==> src/rtl/one_to_four_dispatch.sv <==
// Purpose : registered 1-to-4 demux; each lane is a one-entry slot (data register + full flag).
// Latency : a word accepted at edge N is visible on its lane after edge N (one cycle).
// Backpressure: in_ready is the free state of the targeted lane(s); a stalled lane never blocks the others.
//
// Ports:
//   clk, rst                clock and asynchronous active-high reset
//   in_data/in_sel/in_valid producer word, destination lane and offer; in_ready = accept this cycle
//   in_bcast                broadcast request (only when DISPATCH_BCAST_EN is defined)
//   out_data0..3            lane data registers (hold last value, zero after reset)
//   out_valid[3:0]          lane full flags; out_ready[3:0] consumer takes the word
//
// Optional feature macro: DISPATCH_BCAST_EN adds in_bcast and the all-lanes write path.
module one_to_four_dispatch #(
    parameter int WIDTH = 32
) (
    input  logic             clk,
    input  logic             rst,
    input  logic [WIDTH-1:0] in_data,
    input  logic [1:0]       in_sel,
`ifdef DISPATCH_BCAST_EN
    input  logic             in_bcast,
`endif
    input  logic             in_valid,
    output logic             in_ready,
    output logic [WIDTH-1:0] out_data0,
    output logic [WIDTH-1:0] out_data1,
    output logic [WIDTH-1:0] out_data2,
    output logic [WIDTH-1:0] out_data3,
    output logic [3:0]       out_valid,
    input  logic [3:0]       out_ready
);

    logic [WIDTH-1:0] slot_dat [4];
    logic [3:0]       lane_free;
    logic [3:0]       sel_onehot;
    logic [3:0]       lane_load;
    logic             accept;

    // A lane can take a new word if it is empty or its current word leaves this edge.
    assign lane_free = ~out_valid | out_ready;

    always_comb begin
        sel_onehot = 4'b0000;
        sel_onehot[in_sel] = 1'b1;
    end

`ifdef DISPATCH_BCAST_EN
    // Broadcast needs every lane free at once; in_sel is ignored in that mode.
    assign in_ready  = in_bcast ? (&lane_free) : |(lane_free & sel_onehot);
    assign accept    = in_valid && in_ready;
    assign lane_load = accept ? (in_bcast ? 4'b1111 : sel_onehot) : 4'b0000;
`else
    assign in_ready  = |(lane_free & sel_onehot);
    assign accept    = in_valid && in_ready;
    assign lane_load = accept ? sel_onehot : 4'b0000;
`endif

    for (genvar k = 0; k < 4; k++) begin : g_lane
        // Load has priority over drain so a same-edge drain+reload keeps the lane full.
        always_ff @(posedge clk or posedge rst) begin
            if (rst) begin
                out_valid[k] <= 1'b0;
                slot_dat[k]  <= '0;
            end else if (lane_load[k]) begin
                out_valid[k] <= 1'b1;
                slot_dat[k]  <= in_data;
            end else if (out_ready[k]) begin
                out_valid[k] <= 1'b0;
            end
        end
    end

    assign out_data0 = slot_dat[0];
    assign out_data1 = slot_dat[1];
    assign out_data2 = slot_dat[2];
    assign out_data3 = slot_dat[3];

endmodule

==> config.mk <==
export PLATFORM = sky130hd
export DESIGN_NAME = one_to_four_dispatch
export DESIGN_NICKNAME = d
export VERILOG_FILES = /design/src/rtl/one_to_four_dispatch.sv
export SDC_FILE = /design/constraint.sdc
export NUM_CORES = 1
export LEC_CHECK = 0
export BUFFER_PORTS_ARGS = -buffer_cell sky130_fd_sc_hd__buf_2
export CAP_MARGIN = 20
export CORE_ASPECT_RATIO = 0.8
export CORE_UTILIZATION = 50
export DETAILED_ROUTE_END_ITERATION = 7
export MAX_ROUTING_LAYER = met4
export PLACE_DENSITY = 0.91
export REMOVE_ABC_BUFFERS = 1
export SLEW_MARGIN = 25
export SYNTH_ARGS = -nofsm -noshare
export SYNTH_HDL_FRONTEND = slang
export SYNTH_SLANG_ARGS = --single-unit
export TNS_END_PERCENT = 50
==> constraint.sdc <==
create_clock -name clk -period 4.9 [get_ports clk]
set_input_delay 0.245 -clock clk [delete_from_list [all_inputs] [get_ports clk]]
set_output_delay 0.245 -clock clk [all_outputs]
set_load 0.01 [all_outputs]
==> results.yml <==
worst_setup_path:
  r2r-start: "out_valid[3]"
  critPathLaunch: "out_valid[3]"
  critPathMaxFanout: 32
  r2r-end: "out_data3[17]"
  start_kind: "flop"
  cp-end-kind: "flop"
  crit_type: "reg2reg"
  rrSetupSlack_ns: 3.06
  crit_required_ns: 5.18
  arrival_ns: 2.12
  worstRegToRegCells: 3
  crit_end: "out_data3[17]"
floorplan:
  die_area_mm2: 0.0104
  boundaryPins: 174
  start_util_pct: 51.6
  die_w_um: 114
  dieHeight_um: 91.5
  row_count: 32
  core_mm2: 0.00969
place:
  hpwl_mm: 6.90
  io_buffers: 173
  gp_congestion: 0.754
yosys:
  synth.most_common_cell: "dfrtp_1"
  seq_area_frac_synth_pct: 66.0
  synth_top_area_cell: "dfrtp_1"
  yosys_warnings: 0
  ys_top_cells_by_count: "dfrtp_1, mux2_2, buf_6, buf_2, nand2_1"
  synth-edff-count: 0
  ys.flop_type: "dfrtp_1"
  syn_avg_cell_area_um2: 17.1
  synth.distinct_cells: 17
  syn_inst: 293
  ys_ff_latch: 132
  synth.top_cell.area_share_pct: 66.0
  synth_area_leaders: "dfrtp_1, mux2_2, buf_6"
  netlist_area_mm2: 0.00500
  synth-async-reset-ratio_pct: 100
sta:
  maxSlewViolCount: 0
  final-hold-violation-count: 22
  clock.fmax_ghz: 0.545
  timing.hold.ws_ns: -0.0285
  fin_crit_ns: 1.84
  tns_ns: 0
  worst_pin_slew_ns: 0.963
  rsz0062_at_grt: "false"
  fin_skew_ns: 0.00799
  setup_violations: 0
  maxSlewHeadroom_pct: 35.7
  timing.final.crit_share_pct: 37.5
grt:
  grt_max_degree: 87
  grt_pass1_vias: 3197
  antenna_found_initial: 0
  grt_pass1_wl_mm: 16.8
  gr-total-overflow: 0
  grt.total_usage_pct: 22.1
cts:
  cts_buffers: 17
  cts_setup_buffers: 0
  cts_resized: 0
  clockBufferDepth: 2
  htreeDepth: 4
  clock_latency_ns: 0.41
  cts_root_buf: "clkbuf_16"
  clkTransAtPathRegs_ns: 0.06
  clock_sinks: 132
  cts_hold_buf: 0
  cts_tree: "built"
routing:
  drt-initial-drc-count: 126
  ant_nets: 0
  wire_per_inst_um: 16.8
  vias_per_cell: 5.02
  drt-total-wl_mm: 10.5
  vias: 3121
  drc: 0
  first_pass_iters: 4
cells_and_area:
  drive_above_1_share_pct: 69.1
  finish.net_count: 514
  synthToLayoutAreaGrowth_pct: 30.4
  diodes: 0
hold_path:
  hp-class: "in2async"
status:
  violations: "hold timing"
  status: "finished with violations"
power:
  power_density_mw_per_mm2: 508
  max-vdd-ir-drop_mv: 0.267
  power_leakage_nw: 3.13
run:
  cap_violations: 0
==> worst max-delay path: stages (launching register included) <==
cell and delay [ns]:
dfrtp_1 0.37, nand2b_1 0.10, nor2b_4 0.80, mux2_2 0.42
==> cell type report <==
cell class / count / area [um2]
multi-input cells: 145 / 1570
fillers: 700 / 3170
inverters: 1 / 8.76
repair buffers: 176 / 888
clock inverters: 10 / 105
clock buffers: 22 / 474
well taps: 136 / 170
flip-flops and latches: 132 / 3300
==> state kept, by name (all words and copies together), names as in the netlist <==
| signal | cells |
|---|---|
| out_data1 | 32 |
| out_data2 | 32 |
| out_data0 | 32 |
| out_data3 | 32 |
| out_valid | 4 |
==> how the worst min path moves through the flow <==
stage,depth (start not counted),slack [ns],startpoint,end
global placement,1,0.46,out_data1[24],out_data1[24]
global route,2,0.04,rst,out_data1[27]
finish,2,-0.03,rst,out_data0[5]
floorplan,1,0.35,in_sel[0],out_valid[2]
detailed placement,1,0.47,out_data2[7],out_data2[7]
CTS,2,0.09,in_data[15],out_data1[15]
==> power by group <==
| group | switching [mW] | total (mW) | internal [mW] | leakage, nW |
|---|---|---|---|---|
| registers | 0.115 | 1.43 | 1.32 | 1.57 |
| clock network | 0.435 | 1.22 | 0.783 | 0.285 |
| logic | 0.325 | 0.663 | 0.339 | 1.28 |
| total | 0.875 | 3.31 | 2.44 | 3.13 |
==> routing by layer <==
metal	wire length (um)	up-vias	global-route usage (%)
met5	0	-	-
met4	123	0	7.90
met3	519	13	6.21
met2	5140	105	35.0
met1	4680	1597	27.2
li1	-	1406	-
==> cell families after synthesis <==
| logic type | synth area share, % |
|---|---|
| flip-flops | 66.0 |
| AND/OR/NAND/NOR | 1.93 |
| buffers and inverters | 2.70 |
| AO/OA/AOI/OAI | 0.0999 |
| multiplexers | 29.3 |
==> stage by stage <==
step / total power [mW] / utilization (%) / instances / setup WS [ns] / instance area [um2]
after global placement: 2.08 / 61.3 / 590 / 3.02 / 5940
final: 3.31 / 67.3 / 622 / 3.06 / 6520
after floorplan: 1.79 / - / 278 / 1.13 / 4870
after CTS: 3.35 / 67.3 / 622 / 3.01 / 6520
after detailed placement: 2.12 / 61.3 / 590 / 2.92 / 5940
after global routing: 3.46 / 67.3 / 622 / 2.91 / 6520
==> layout by cell type, fill, tap and decap left out <==
cell type     n
nand2b_1      4
nor3b_4       1
and3_2        1
clkinvlp_4    2
o21ai_0       1
nand2_1       5
nand3_1       1
mux4_2        1
nor2b_2       1
clkbuf_16    17
dfrtp_1     132
buf_2       173
nand3b_1      1
mux2_1        4
buf_4         3
clkbuf_8      3
clkinv_2      6
nor2b_4       1
inv_6         1
clkbuf_1      2
bufinv_16     2
mux2_2      124
No activity file was read; power rests on OpenSTA's default activity.
